File: config.mk
export PLATFORM = sky130hd
export DESIGN_NAME = seven_seg_scanner
export DESIGN_NICKNAME = d
export VERILOG_FILES = /design/src/rtl/disp_pkg.sv /design/src/rtl/hex_to_seg7.sv /design/src/rtl/seven_seg_scanner.sv
export SDC_FILE = /design/constraint.sdc
export NUM_CORES = 1
export LEC_CHECK = 0
export BUFFER_PORTS_ARGS = -buffer_cell sky130_fd_sc_hd__buf_2
export CORE_UTILIZATION = 30
export CTS_CLUSTER_SIZE = 20
export DETAILED_ROUTE_END_ITERATION = 16
export PLACE_DENSITY = 0.59
export SLEW_MARGIN = 40
export SYNTH_ARGS = -nofsm -noshare
export SYNTH_HDL_FRONTEND = slang
export SYNTH_SLANG_ARGS = --single-unit
File: constraint.sdc
create_clock -name clk -period 3.5 [get_ports clk]
set_input_delay 0.7 -clock clk [delete_from_list [all_inputs] [get_ports clk]]
set_output_delay 0.7 -clock clk [all_outputs]
set_load 0.05 [all_outputs]
File: src/rtl/disp_pkg.sv
// Shared display definitions: segment vector type, blank/DP constants,
// hex decode table and the scanner state encoding.
package disp_pkg;

    // {dp,g,f,e,d,c,b,a}, active low
    typedef logic [7:0] seg_t;

    localparam seg_t SEG_BLANK = 8'hFF;
    // Downstream DP stage ANDs this in to light the decimal point
    localparam seg_t DP_MASK   = 8'h7F;

    localparam seg_t HEX_SEG [16] = '{
        8'hC0, 8'hF9, 8'hA4, 8'hB0, 8'h99, 8'h92, 8'h82, 8'hF8,
        8'h80, 8'h90, 8'h88, 8'h83, 8'hC6, 8'hA1, 8'h86, 8'h8E
    };

    typedef enum logic [1:0] {
        IDLE,
        SHOW,
        BLANK
    } scan_state_t;

    function automatic seg_t hex_decode(input logic [3:0] nibble);
        return HEX_SEG[nibble];
    endfunction

endpackage

File: src/rtl/hex_to_seg7.sv
// Combinational hex nibble to active-low 7-segment decoder (dp off).
module hex_to_seg7
    import disp_pkg::*;
(
    input  logic [3:0] nibble,
    output seg_t       seg
);

    assign seg = hex_decode(nibble);

endmodule

File: src/rtl/seven_seg_scanner.sv
// Time-multiplexed 8-digit common-anode scanner with per-slot blanking.
// Every digit is decoded in parallel; the scanner registers the one whose
// slot is starting, so data/mask are only sampled at SHOW entry.
module seven_seg_scanner
    import disp_pkg::*;
#(
    parameter int CLK_HZ       = 100_000_000,
    parameter int REFRESH_HZ   = 1000,
    parameter int DIGITS       = 8,
    parameter int BLANK_CYCLES = 1000
) (
    input  logic                  clk,
    input  logic                  reset,
    input  logic                  enable,
    input  logic [4*DIGITS-1:0]   digit_data,
    input  logic [DIGITS-1:0]     digit_mask,
    output logic [2:0]            select,
    output logic [7:0]            anode_n,
    output seg_t                  seg_n,
    output logic                  frame_tick
);

    localparam int PERIOD      = CLK_HZ / REFRESH_HZ;
    localparam int SHOW_CYCLES = PERIOD - BLANK_CYCLES;
    localparam int CNT_W       = (PERIOD > 1) ? $clog2(PERIOD) : 1;
    localparam logic [CNT_W-1:0] SHOW_LAST  = CNT_W'(SHOW_CYCLES - 1);
    localparam logic [CNT_W-1:0] BLANK_LAST = CNT_W'(BLANK_CYCLES - 1);
    localparam logic [2:0]       LAST_SEL   = 3'(DIGITS - 1);

    generate
        if (BLANK_CYCLES < 1 || BLANK_CYCLES >= PERIOD) begin : g_bad_blank
            $error("BLANK_CYCLES must satisfy 1 <= BLANK_CYCLES < PERIOD");
        end
        if (DIGITS < 2 || DIGITS > 8) begin : g_bad_digits
            $error("DIGITS must be in 2..8");
        end
    endgenerate

    scan_state_t          state;
    logic [CNT_W-1:0]     cnt;
    seg_t [DIGITS-1:0]    dec;
    logic [2:0]           nxt_sel;
    seg_t                 nxt_seg;
    logic [7:0]           nxt_anode;

    genvar gi;
    generate
        for (gi = 0; gi < DIGITS; gi++) begin : g_dec
            hex_to_seg7 u_dec (
                .nibble (digit_data[4*gi +: 4]),
                .seg    (dec[gi])
            );
        end
    endgenerate

    // Digit that the next SHOW entry will drive, plus its anode/segment image
    always_comb begin
        nxt_sel   = 3'd0;
        nxt_seg   = SEG_BLANK;
        nxt_anode = 8'hFF;
        if (state == BLANK)
            nxt_sel = (select == LAST_SEL) ? 3'd0 : select + 3'd1;
        for (int i = 0; i < DIGITS; i++) begin
            if (nxt_sel == 3'(i) && digit_mask[i]) begin
                nxt_seg      = dec[i] | ~DP_MASK;
                nxt_anode[i] = 1'b0;
            end
        end
    end

    // Scan FSM: SHOW for SHOW_CYCLES, BLANK for BLANK_CYCLES, outputs registered
    always_ff @(posedge clk) begin
        if (reset || !enable) begin
            state      <= IDLE;
            cnt        <= '0;
            select     <= 3'd0;
            anode_n    <= 8'hFF;
            seg_n      <= SEG_BLANK;
            frame_tick <= 1'b0;
        end else begin
            frame_tick <= 1'b0;
            case (state)
                IDLE: begin
                    state   <= SHOW;
                    cnt     <= '0;
                    select  <= nxt_sel;
                    anode_n <= nxt_anode;
                    seg_n   <= nxt_seg;
                end
                SHOW: begin
                    if (cnt == SHOW_LAST) begin
                        state   <= BLANK;
                        cnt     <= '0;
                        anode_n <= 8'hFF;
                        seg_n   <= SEG_BLANK;
                    end else begin
                        cnt <= cnt + 1'b1;
                    end
                end
                BLANK: begin
                    if (cnt == BLANK_LAST) begin
                        state      <= SHOW;
                        cnt        <= '0;
                        select     <= nxt_sel;
                        anode_n    <= nxt_anode;
                        seg_n      <= nxt_seg;
                        frame_tick <= (nxt_sel == 3'd0);
                    end else begin
                        cnt <= cnt + 1'b1;
                    end
                end
                default: begin
                    state <= IDLE;
                    cnt   <= '0;
                end
            endcase
        end
    end

endmodule

### Word level (Yosys, flattened, before mapping)

Memory sizes are Yosys's and may differ from the RTL's.
Cells that the tools add are included.

| operators by class | value |
|---|---|
| add/subtract/negate cells | 2 |
| multipliers | 0 |
| divide/modulo/power cells | 0 |
| order comparisons | 8 |
| eq/ne operators | 14 |
| shift-type cells | 0 |
| muxes and demuxes | 47 |
| bitwise logic cells | 10 |
| reductions and logical operators | 18 |

Operator list:

| cell | count |
|---|---|
| $mux 7 | 21 |
| $mux 8 | 6 |
| $pmux 8 s3 | 2 |
| $ge 5x5->1 const B | 8 |
| $not 4->5 | 8 |
| $mux 17 | 2 |
| $pmux 17 s2 | 1 |
| $add 17x1->17 const B | 1 |
| $eq 17x10->1 const B | 1 |
| $eq 17x17->1 const B | 1 |
| $eq 3x3->1 const B | 5 |
| $mux 3 | 3 |
| $logic_and 1x1->1 | 8 |
| $mux 1 | 8 |
| $eq 3x2->1 const B | 2 |
| $pmux 2 s3 | 1 |
| $pmux 3 s2 | 1 |
| $mux 2 | 2 |
| $reduce_and 2->1 | 2 |
| $add 3x1->3 const B | 1 |
| $eq 3x1->1 const B | 1 |
| $logic_not 3->1 | 1 |
| $reduce_and 3->1 | 1 |
| $reduce_bool 3->1 | 1 |
| other kinds (10) | 11 |

| word-level totals | value |
|---|---|
| bits in registers | 39 |
| latch bits | 0 |
| memory bits (writable) | 0 |
| bits in read-only memories | 1024 |
| input port bits | 43 |
| output and inout port bits | 20 |
| logic and storage cells | 113 |
| memories | 8 |

Memories:

| memory | words | bits a word | read ports | clocked after Yosys merged registers in | wr ports | line | text |
|---|---|---|---|---|---|---|---|
| (no name shown) | 16 | 8 | 1 | 0 | 0 | disp_pkg.sv:24 | `return HEX_SEG[nibble];` |
| (no name shown) | 16 | 8 | 1 | 0 | 0 | disp_pkg.sv:24 |  |
| (no name shown) | 16 | 8 | 1 | 0 | 0 | disp_pkg.sv:24 |  |
| (no name shown) | 16 | 8 | 1 | 0 | 0 | disp_pkg.sv:24 |  |
| (no name shown) | 16 | 8 | 1 | 0 | 0 | disp_pkg.sv:24 |  |
| (no name shown) | 16 | 8 | 1 | 0 | 0 | disp_pkg.sv:24 |  |
| +2 memories | n/a | n/a | n/a | n/a | n/a | n/a |  |

### Depth between registers and ports, before layout

Gate-level depths: netlist of run 1.

| depth | value |
|---|---|
| word-level depth | 15 |
| gate-level depth with buffers | 9 |
| gate-level depth less buffers | 8 |

### Cells and area by module

Synthesis of run 1 repeated with hierarchy kept, for this count alone.

| unflattened totals | value |
|---|---|
| cell total of the unflattened synthesis | 542 |
| area total of the unflattened synthesis | 4445.5 µm² |

By module, submodules not included:

| module | instances | cells each | area an instance (µm²) | seq. area each (µm²) |
|---|---|---|---|---|
| seven_seg_scanner | 1 | 263 | 2214.6 | 760.7 |
| hex_to_seg7 at g_dec[1].u_dec ... | 5 | 34 | 286.5 | 0.0 |
| hex_to_seg7 at g_dec[0].u_dec ... | 2 | 37 | 259.0 | 0.0 |
| hex_to_seg7 at g_dec[2].u_dec | 1 | 35 | 280.3 | 0.0 |

### Least setup slack after synthesis of run 1

Ideal clock, no wire load.

| timing | value |
|---|---|
| path kind | register -> register |
| start point | register select[0] |
| end point | register seg_n[4] |
| setup time | 0.122 ns |
| arrival time | 2.547 ns |
| required time | 3.378 ns |
| slack | 0.832 ns |
| cell stages (with the launch flop) | 7 |
| buffers on the path | 0 |
| clock period less this slack | 2.668 ns |
| path through | dfxtp_1 ha_1 or4b_1 nor2_2 a2111oi_0 a211o_1 a221o_1 |

| between the ends | value |
|---|---|
| word-level cells in the longest chain between the ends | 15 |

Ends and longest elaborated chain:

| what | line | text |
|---|---|---|
| start: declaration | seven_seg_scanner.sv:17 | `output logic [2:0] select,` |
| start signal: assignment | seven_seg_scanner.sv:86 | `select <= nxt_sel;` |
| start signal: assignment | seven_seg_scanner.sv:104 | `select <= nxt_sel;` |
| $add 3x1->3 / $eq 3x3->1 (equally long branches) | seven_seg_scanner.sv:62 | `nxt_sel = (select == LAST_SEL) ? 3'd0 : select + 3'd1;` |
| $mux 3 * | seven_seg_scanner.sv:62 |  |
| $mux 3 * | seven_seg_scanner.sv:61 | `if (state == BLANK)` |
| $logic_not 3->1 | seven_seg_scanner.sv:64 | `if (nxt_sel == 3'(i) && digit_mask[i]) begin` |
| $logic_and 1x1->1 | seven_seg_scanner.sv:64 |  |
| $mux 7 (5 in a row) | seven_seg_scanner.sv:64 |  |
| $mux 8 (2 in a row) | seven_seg_scanner.sv:64 |  |
| $mux 8 * | seven_seg_scanner.sv:64 |  |
| $mux 8 | seven_seg_scanner.sv:101 | `if (cnt == BLANK_LAST) begin` |
| $pmux 8 s3 * | seven_seg_scanner.sv:82 | `case (state)` |
| end signal: assignment | seven_seg_scanner.sv:88 | `seg_n <= nxt_seg;` |
| end signal: assignment | seven_seg_scanner.sv:106 | `seg_n <= nxt_seg;` |
| end: declaration | seven_seg_scanner.sv:19 | `output seg_t seg_n,` |

Mark *: on every way between the ends. The rest lies on a longest branch, timed or not. The select of a mux whose other input is x is not followed.
A chain may end at the register's enable or synchronous reset.

### Worst setup path after layout of run 1

Ends and elaborated chain as after synthesis.

==> results of run 1 <==
==> cell families (layout without fill, tap and decap cells) <==
family	Yosys count	count (layout)
simple gates	172	172
compound gates	133	133
buf+inv	63	107
fa+ha+maj	55	55
flops	38	38
mux	33	33
xor+xnor	15	15
other cells	1	1
==> worst paths after layout <==
path / end / slack (ps)
setup / recovery: seg_n[4] / 770
hold / removal: cnt[0] / 460
setup reg to reg: seg_n[4] / 770
hold reg to reg: cnt[0] / 460
==> cells in the final DEF (no fill, tap or decap), types with 4 or more instances in the layout <==
| cell | instances |
|---|---|
| buf_2 | 61 |
| nor2_1 | 59 |
| ha_1 | 55 |
| dfxtp_1 | 38 |
| inv_1 | 37 |
| nand2_1 | 24 |
| o21ai_0 | 22 |
| nand3_1 | 18 |
| nor3_1 | 18 |
| a21oi_1 | 16 |
| mux2i_1 | 14 |
| nor2b_1 | 13 |
| o211ai_1 | 13 |
| o21ai_1 | 12 |
| xor2_1 | 11 |
| mux2_2 | 11 |
| nand2b_1 | 9 |
| o311ai_0 | 9 |
| mux4_2 | 8 |
| and3_1 | 6 |
| o22ai_1 | 6 |
| nand4_1 | 5 |
| a211o_1 | 5 |
| a22oi_1 | 5 |
| a22o_1 | 5 |
| a221oi_1 | 5 |
| clkbuf_16 | 5 |
| xnor2_1 | 4 |
| a31oi_1 | 4 |
| a21oi_2 | 4 |
| a32oi_1 | 4 |
==> cell type report <==
cell class / count / area (sq um)
flip-flops and latches: 38 / 761
repair buffers: 63 / 320
fillers: 1421 / 8600
clock inverters: 2 / 10.0
well taps: 176 / 220
inverters: 37 / 139
clock buffers: 5 / 125
multi-input cells: 409 / 3060
==> critical path: stages, from the launching register on <==
cell	delay (ps)
dfxtp_1	380
ha_1	230
ha_1	300
nor4b_1	440
nand3_1	310
a21oi_1	240
a2111oi_0	80
a211o_1	340
a221o_1	290
==> metrics by stage <==
stage	power, mW	instances	instance area [sq um]	util [%]	hold WS (ps)
global route	1.23	730	4640	35.0	514
detailed placement	0.758	723	4500	34.0	461
CTS	1.18	730	4640	35.0	474
finish	1.17	730	4640	35.0	462
global placement	0.751	723	4500	34.0	445
floorplan	0.666	510	4080	-	430
==> power by group through the flow <==
stage	sequential, mW	combinational, mW	clock (mW)
6_report	0.443	0.307	0.424
2_1_floorplan	0.470	0.197	0
4_1_cts	0.443	0.306	0.425
3_5_place_dp	0.453	0.305	0
3_3_place_gp	0.453	0.298	0
5_1_grt	0.444	0.340	0.449
==> per-layer routing <==
metal  vias up  GRT usage [%]  share of wire [%]
met5         -              0                  0
met4         0           4.91                2.1
met3        15           2.12                4.6
met2        90           26.9                 46
met1      1762           20.3                 47
li1       1949              -                  -
==> sequential cells by signal, summed over array words and instances (netlist names) <==
register and flops:
anode_n 8, cnt 17, seg_n 7, frame_tick 1
state 2, select 3
==> results.sh, run 1 <==
export IMPL_status="finished, final reports clean"
export IMPL_power_density_nw_per_um2=253
export IMPL_die_y_microns=119
export IMPL_setup_viol=0
export IMPL_ctsResizeCount=0
export IMPL_synth_seq_cells=38
export IMPL_synth_top_area_share_pct=18.6
export IMPL_worst_slack_ps=770
export IMPL_cts_buffers_inserted=5
export IMPL_io_buffers=61
export IMPL_die_w_microns=119
export IMPL_clk_pin_slew_ps=50
export IMPL_leakage_nw=2.01
export IMPL_timing_rr_start="select[0]"
export IMPL_worst_r2r_cell_count=8
export IMPL_swShare_pct=30.4
export IMPL_fmax_mhz=366
export IMPL_postCtsHoldBufs=0
export IMPL_worst_setup_path_start_kind="register"
export IMPL_postCtsSetupBuffers=0
export IMPL_setup_tns_final_ps=0
export IMPL_synth_cells=510
export IMPL_grt_pass1_vias=3719
export IMPL_wl_per_cell_microns=14.9
export IMPL_netlist_top_cell_by_area="dfxtp_1"
export IMPL_synth_simple_area_share_pct=20.8
export IMPL_post_route_period_util_pct=78.0
export IMPL_hold_start="cnt[0]"
export IMPL_vias=3816
export IMPL_clock_sinks=38
export IMPL_synth_cell_types=66
export IMPL_syn_avg_cell_area_sq_um=8.01
export IMPL_worstSkewPairLatency_ps=280
export IMPL_slew_viol_final=0
export IMPL_netlist_top_cells_count="nor2_1, ha_1, dfxtp_1"
export IMPL_switching_power_mw=0.357
export IMPL_fin_worst_skew_ps=2.74
export IMPL_synth_compound_area_share_pct=23.2
export IMPL_cp_required_ps=3670
export IMPL_synthArstFlopShare_pct=0
export IMPL_syn_num_nets=608
export IMPL_cts_root_buf="clkbuf_16"
export IMPL_yosysMostFrequentCell="nor2_1"
export IMPL_critPathLaunch="select[0]"
export IMPL_htree_num_levels=2
export IMPL_io_pins=63
export IMPL_crit_path_end_kind="register"
export IMPL_ys_warnings_count=0
export IMPL_core_sq_um=13200
export IMPL_synthAdderAreaFrac_pct=16.9
export IMPL_netlist_area_sq_um=4080
export IMPL_rsz0062_at_grt="no"
export IMPL_vias_per_cell=5.23
export IMPL_holdPathStages=1
export IMPL_clock_path_buffers=2
export IMPL_drive_above_1_share_pct=17.9
export IMPL_pre_cts_slack_ps=801
export IMPL_area_growth_pct=13.6
export IMPL_hp_class="reg2reg"
export IMPL_grt_ovfl_total=0
export IMPL_drtIter0Drc=279
export IMPL_max_cap_violations=0
export IMPL_first_pass_iters=4
export IMPL_start_util_pct=30.8
export IMPL_dieArea_sq_um=14100
export IMPL_drc=0
export IMPL_intPower_mw=0.817
export IMPL_fin_nets=652
export IMPL_grt_max_degree=20
export IMPL_seqPwrFrac_pct=37.8
export IMPL_grtUsageTotal_pct=15.7
export IMPL_clkPwrFrac_pct=36.1
export IMPL_ir_worst_vdd_v=0.000151
export IMPL_gp_congestion=0.883
export IMPL_num_antenna_cells=0
export IMPL_synthMuxAreaShare_pct=10.9
export IMPL_max_slew_margin_pct=53.1
export IMPL_synth_edf_count=0
export IMPL_num_rows=42
export IMPL_synthFlopType="dfxtp_1"
export IMPL_layout_min_cycle_time_ps=2730
export IMPL_hold_viol_final=0
export IMPL_synth_top_family_by_area="compound AO/OA/AOI/OAI gates"
export IMPL_grt_pass1_wl_mm=18.1
export IMPL_synthTopCellsByArea="dfxtp_1, ha_1, nor2_1, mux4_2, mux2i_1"
export IMPL_comb_power_share_pct=26.1
export IMPL_cts_tree="built"
export IMPL_wl_mm=10.8
export IMPL_worstPathArrival_ps=2900
export IMPL_path_max_fanout=10
export IMPL_antenna_found_initial=0
export IMPL_tightest_slew_ps=702
export IMPL_dpl_hpwl_mm=8.88
export IMPL_route_antenna_remaining_nets=0
export IMPL_synth_xor_area_share_pct=3.22
export IMPL_seq_area_frac_synth_pct=18.6
export IMPL_critPathKind="reg2reg"
Power figures use the tool's default switching activity.
==> run 2: changes to the inputs <==
--- a/config.mk
+++ b/config.mk
@@ -5,6 +5,7 @@
 export SDC_FILE = /design/constraint.sdc
 export NUM_CORES = 1
 export LEC_CHECK = 0
+export ABC_AREA = 1
 export BUFFER_PORTS_ARGS = -buffer_cell sky130_fd_sc_hd__buf_2
 export CORE_UTILIZATION = 30
 export CTS_CLUSTER_SIZE = 20
==> constraint.sdc (replaced) <==
create_clock -name clk -period 2.62 [get_ports clk]
set_input_delay 0.524 -clock clk [delete_from_list [all_inputs] [get_ports clk]]
set_output_delay 0.524 -clock clk [all_outputs]
set_load 0.05 [all_outputs]
==> results.sh, run 2 <==
export IMPL_synthMuxAreaShare_pct=0
export IMPL_worstReg2RegEnd="seg_n[3]"
export IMPL_synth_top_area_share_pct=18.6
export IMPL_synth_cell_types=39
export IMPL_synthFlopType="dfxtp_1"
export IMPL_netlist_top_cells_count="nand2_1, inv_1, nor2_1"
export IMPL_htree_num_levels=2
export IMPL_intPower_mw=1.19
export IMPL_synthTopCellsByArea="dfxtp_1, ha_1, nand2_1, a21oi_1, inv_1"
export IMPL_vias_per_cell=4.78
export IMPL_postCtsHoldBufs=0
export IMPL_core_sq_um=13300
export IMPL_start_util_pct=30.8
export IMPL_seqPwrFrac_pct=34.6
export IMPL_postCtsSetupBuffers=0
export IMPL_grtUsageTotal_pct=15.5
export IMPL_antenna_found_initial=0
export IMPL_vias=4266
export IMPL_worst_r2r_cell_count=13
export IMPL_wl_per_cell_microns=12.0
export IMPL_cp_required_ps=2800
export IMPL_cts_tree="built"
export IMPL_worstPathArrival_ps=2380
export IMPL_total_power_mw=1.75
export IMPL_post_route_period_util_pct=84.1
export IMPL_top_register="cnt"
export IMPL_slew_viol_final=0
export IMPL_netlist_top_cell_by_area="dfxtp_1"
export IMPL_dieArea_sq_um=14100
export IMPL_grt_pass1_vias=3963
export IMPL_path_cells="ha_1, ha_1, nand2_4, inv_1, nand4_1, inv_1, a21oi_1, nand3_1, nand2_1, nand2_1, nand3_1, nand2_1, nand2_1"
export IMPL_cts_buffers_inserted=5
export IMPL_clock_sinks=38
export IMPL_dpl_cell_area_sq_um=4530
export IMPL_layout_cells_most_common="nand2_1"
export IMPL_yosysMostFrequentCell="nand2_1"
export IMPL_crit_top_cell="nand2_1"
export IMPL_dpl_hpwl_mm=8.67
export IMPL_wl_mm=10.7
export IMPL_drive_above_1_share_pct=12.0
export IMPL_ir_worst_vdd_v=0.000226
export IMPL_leakage_nw=2.22
export IMPL_synthArstFlopShare_pct=0
export IMPL_ys_warnings_count=0
export IMPL_drtIter0Drc=220
export IMPL_switching_power_mw=0.562
export IMPL_power_density_nw_per_um2=373
export IMPL_clk_pin_slew_ps=60
export IMPL_hold_start="cnt[0]"
export IMPL_num_antenna_cells=0
export IMPL_first_pass_iters=5
export IMPL_setup_viol=0
export IMPL_hp_class="reg2reg"
export IMPL_synthAdderAreaFrac_pct=16.8
export IMPL_timing_rr_start="select[0]"
export IMPL_postLayoutCellArea_sq_um=4690
export IMPL_fmax_mhz=454
export IMPL_hold_path_end="cnt[0]"
export IMPL_grt_pass1_wl_mm=18.2
export IMPL_max_cap_violations=0
export IMPL_synth_xor_area_share_pct=0.855
export IMPL_rsz0062_at_grt="no"
export IMPL_crit_path_end_kind="register"
export IMPL_io_buffers=61
export IMPL_drc=0
export IMPL_synth_compound_area_share_pct=19.9
export IMPL_synth_top_family_by_area="simple AND/OR/NAND/NOR gates"
export IMPL_swShare_pct=32.1
export IMPL_hold_viol_final=0
export IMPL_clock_path_buffers=2
export IMPL_seq_area_frac_synth_pct=18.6
export IMPL_clkPwrFrac_pct=38.6
export IMPL_mostFrequentLayoutCells="nand2_1, inv_1, nor2_1"
export IMPL_reg2reg_slack_ps=420
export IMPL_fin_worst_skew_ps=6.43
export IMPL_layout_min_cycle_time_ps=2200
export IMPL_io_pins=63
export IMPL_worstSkewPairLatency_ps=280
export IMPL_grt_max_degree=22
export IMPL_fin_nets=813
export IMPL_slowest_delay_ps=350
export IMPL_grt_ovfl_total=0
export IMPL_syn_avg_cell_area_sq_um=6.17
export IMPL_synth_cells=664
export IMPL_synth_edf_count=0
export IMPL_netlist_area_sq_um=4100
export IMPL_synth_seq_cells=38
export IMPL_comb_power_share_pct=26.8
export IMPL_die_w_microns=119
export IMPL_num_rows=42
export IMPL_die_y_microns=119
export IMPL_route_antenna_remaining_nets=0
export IMPL_syn_num_nets=762
export IMPL_setup_tns_final_ps=0
export IMPL_top_regs="cnt x17, anode_n x8, seg_n x7"
export IMPL_holdPathStages=1
export IMPL_largest_register_ffs=17
export IMPL_synth_simple_area_share_pct=33.5
export IMPL_fill_cells=1506
export IMPL_area_growth_pct=14.5
export IMPL_path_max_fanout=8
export IMPL_cts_root_buf="clkbuf_16"
export IMPL_slowest_stage="dfxtp_1"
export IMPL_gp_congestion=0.855
export IMPL_status="finished, final reports clean"
export IMPL_worst_setup_path_start_kind="register"
export IMPL_ctsResizeCount=0
export IMPL_critPathKind="reg2reg"
run 2: changes by cell type after synthesis, sizes merged, moves of 9 or more:
cell    delta
nor2      +13
nand2b     -9
nand3     +38
mux2i     -14
mux2      -11
a21oi     +38
o311ai     -9
nor2b     -13
nand2    +150
inv       +38
o21ai     +12
run 2: routing by layer:
layer	vias up	track usage (%)	part of all wire, %
met5	-	0	0
met4	0	4.03	1.8
met3	17	2.20	3.0
met2	78	26.8	47
met1	1879	20.0	48
li1	2292	-	-
run 2: final cells by class:
| cell class | instances | area (sq um) | share of cell area (%) |
|---|---|---|---|
| Multi-Input combinational cell | 526 | 2920 | 62.2 |
| Tap cell | 176 | 220 | 4.69 |
| Inverter | 80 | 300 | 6.40 |
| Sequential cell | 38 | 761 | 16.2 |
| Timing Repair Buffer | 64 | 328 | 6.99 |
| Clock inverter | 3 | 40.0 | 0.854 |
| Clock buffer | 5 | 125 | 2.67 |
run 2: kinds of logic after synthesis:
family | count (synthesis)
AO/OA/AOI/OAI | 145
adder cells (fa/ha/maj) | 55
XOR/XNOR | 4
other | 1
AND/OR/NAND/NOR | 321
buffers and inverters | 100
flip-flops | 38
run 2: metrics by stage:
| step | worst slack, ps | hold WS, ps | std cells | util (%) |
|---|---|---|---|---|
| 2_1_floorplan | 436 | 418 | 664 | - |
| 3_3_place_gp | 436 | 437 | 884 | 34.0 |
| 3_5_place_dp | 436 | 442 | 884 | 34.0 |
| 4_1_cts | 428 | 456 | 892 | 35.3 |
| 5_1_grt | 166 | 469 | 892 | 35.3 |
| 6_report | 415 | 449 | 892 | 35.3 |
run 2: worst max-delay path, delay by kind of cell (launching register included):
kind            cells  cell delay, ps
compound gates      1              60
fa+ha+maj           2             520
buf+inv             2             390
flops               1             350
simple gates        8             770
run 2: power by group through the flow:
stage	registers, mW	logic (mW)	clock network [mW]
2_1_floorplan	0.659	0.294	0
3_3_place_gp	0.618	0.472	0
3_5_place_dp	0.618	0.467	0
4_1_cts	0.605	0.469	0.694
5_1_grt	0.606	0.537	0.726
6_report	0.605	0.469	0.674
run 2: how the worst max path moves through the flow:
stage,cells past startpoint,endpoint,startpoint
global route,15,seg_n[2],select[0]
floorplan,14,seg_n[1],select[0]
detailed placement,13,seg_n[3],select[0]
finish,13,seg_n[3],select[0]
CTS,13,seg_n[3],select[0]
global placement,13,seg_n[3],select[0]
==> run 3: changes to the inputs <==
--- a/config.mk
+++ b/config.mk
@@ -5,7 +5,7 @@
 export SDC_FILE = /design/constraint.sdc
 export NUM_CORES = 1
 export LEC_CHECK = 0
-export ABC_AREA = 1
+export ABC_AREA = 0
 export BUFFER_PORTS_ARGS = -buffer_cell sky130_fd_sc_hd__buf_2
 export CORE_UTILIZATION = 30
 export CTS_CLUSTER_SIZE = 20
==> constraint.sdc (replaced) <==
create_clock -name clk -period 2.06 [get_ports clk]
set_input_delay 0.412 -clock clk [delete_from_list [all_inputs] [get_ports clk]]
set_output_delay 0.412 -clock clk [all_outputs]
set_load 0.05 [all_outputs]
==> results.sh, run 3 (synthesis results as in run 1) <==
export IMPL_swShare_pct=30.1
export IMPL_max_cap_violations=0
export IMPL_worstSkewPairLatency_ps=280
export IMPL_clkPwrFrac_pct=34.9
export IMPL_holdWs_ps=475
export IMPL_postCtsHoldBufs=0
export IMPL_layout_min_cycle_time_ps=2200
export IMPL_antenna_found_initial=0
export IMPL_grt_pass1_wl_mm=20.7
export IMPL_cts_buffers_inserted=5
export IMPL_htree_num_levels=2
export IMPL_comb_power_share_pct=30.7
export IMPL_postLayoutCoreUtil_pct=45.0
export IMPL_hp_class="reg2reg"
export IMPL_vias_per_cell=5.18
export IMPL_worst_slack_ps=-143
export IMPL_wl_mm=12.5
export IMPL_die_y_microns=119
export IMPL_clock_sinks=38
export IMPL_wl_met3_microns=441
export IMPL_worstPathArrival_ps=2370
export IMPL_largest_register_ffs=17
export IMPL_power_density_nw_per_um2=366
export IMPL_top_register="cnt"
export IMPL_area_growth_pct=45.8
export IMPL_layout_cells_most_common="buf_4"
export IMPL_gp_congestion=0.889
export IMPL_crit_path_end_kind="register"
export IMPL_status="finished with violations"
export IMPL_critPathKind="reg2reg"
export IMPL_first_pass_iters=4
export IMPL_slew_viol_final=0
export IMPL_rsz0062_at_grt="yes"
export IMPL_leakage_nw=2.64
export IMPL_grt_pass1_vias=4372
export IMPL_start_util_pct=30.8
export IMPL_setup_tns_final_ps=-443
export IMPL_violations="setup timing"
export IMPL_hold_viol_final=0
export IMPL_wl_met1_mm=5.46
export IMPL_wl_per_cell_microns=14.8
export IMPL_clock_path_buffers=2
export IMPL_top_regs="cnt x17, anode_n x8, seg_n x7"
export IMPL_num_rows=42
export IMPL_pre_cts_slack_ps=-179
export IMPL_worst_setup_path_start_kind="register"
export IMPL_setup_viol=5
export IMPL_tightest_slew_ps=570
export IMPL_path_max_fanout=8
export IMPL_ir_worst_vdd_v=0.000282
export IMPL_dpl_cell_count=828
export IMPL_num_antenna_cells=0
export IMPL_mostFrequentLayoutCells="buf_4, buf_2, nor2_1"
export IMPL_dpl_hpwl_mm=10.2
export IMPL_cts_root_buf="clkbuf_16"
export IMPL_drtIter0Drc=312
export IMPL_fin_worst_skew_ps=4.28
export IMPL_grt_max_degree=18
export IMPL_grt_ovfl_total=0
export IMPL_io_buffers=61
export IMPL_die_w_microns=119
export IMPL_seqPwrFrac_pct=34.4
export IMPL_intPower_mw=1.52
export IMPL_core_sq_um=13200
export IMPL_post_route_period_util_pct=107
export IMPL_drc=0
export IMPL_max_slew_margin_pct=61.9
export IMPL_grtUsageTotal_pct=18.0
export IMPL_io_pins=63
export IMPL_fill_cells=1336
export IMPL_fmax_mhz=454
export IMPL_switching_power_mw=0.654
export IMPL_vias=4378
export IMPL_drive_above_1_share_pct=39.9
export IMPL_clk_pin_slew_ps=60
export IMPL_route_met2_wl_mm=6.15
export IMPL_cts_tree="built"
export IMPL_top_layer="met4"
export IMPL_dieArea_sq_um=14100
export IMPL_final_cell_count_no_fill=845
export IMPL_route_antenna_remaining_nets=0
export IMPL_cp_required_ps=2220
export IMPL_fin_nets=766
==> run 3: cell types whose count changed in the layout (fill, tap and decap cells not counted), moves of 9 or more <==
cell | before | now
nand2b_1 | 0 | 9
inv_1 | 74 | 37
mux2i_1 | 0 | 14
o21ai_1 | 0 | 15
o21ai_0 | 46 | 19
mux2_2 | 0 | 11
nand2_1 | 171 | 24
buf_4 | 3 | 110
nor2b_1 | 0 | 12
nand3_1 | 54 | 14
a21oi_1 | 58 | 14
==> run 3: area by class of cell <==
| class | instances | area, sq um | share of cell area [%] |
|---|---|---|---|
| multi-input combinational | 409 | 3430 | 57.6 |
| timing repair buffer | 177 | 1240 | 20.8 |
| sequential | 38 | 776 | 13.0 |
| tap | 176 | 220 | 3.70 |
| clock buffer | 7 | 143 | 2.40 |
| inverter | 37 | 139 | 2.33 |
| clock inverter | 1 | 5.00 | 0.0841 |
==> run 3: worst max-delay path, cell delays in order (launching register included) <==
cell and delay (ps):
dfxtp_4 350, ha_4 160, ha_4 190, or4b_4 520, or4_4 440, o211ai_1 130
nor3_2 80, o21ai_1 150, o21ai_1 80
==> run 3: worst paths after layout <==
check,start,to,slack (ps),depth (start not counted)
setup / recovery,select[1],seg_n[2],-140,8
hold / removal,anode_n[7],anode_n[7],470,2
setup reg to reg,select[1],seg_n[2],-140,8
hold reg to reg,anode_n[7],anode_n[7],470,2
==> run 3: power by group through the flow <==
stage               registers [mW]  logic [mW]  clock network (mW)
floorplan                    0.795       0.337                   0
global placement             0.765       0.600                   0
detailed placement           0.765       0.622                   0
CTS                          0.749       0.657               0.771
global route                 0.750       0.734               0.820
finish                       0.749       0.669               0.759
==> run 3: routing by layer <==
layer  GRT usage, %  vias to the layer above
li1               -                     2178
met1           22.5                     2071
met2           31.4                      104
met3           1.45                       25
met4           7.75                        0
met5              0                        -
==> run 3: through the flow <==
step	cell area, sq um	power [mW]
floorplan	4170	1.13
global placement	5410	1.36
detailed placement	5410	1.39
CTS	5840	2.18
global route	5950	2.30
finish	5950	2.18
==> run 3: what timing repair did <==
| action | CTS | global route |
|---|---|---|
| pin swaps | 13 | 19 |
| buffers inserted | 5 | 3 |
| gates cloned | 1 | 0 |
| endpoints found under the setup margin | 16 | 36 |
| resized for setup | 43 | 20 |
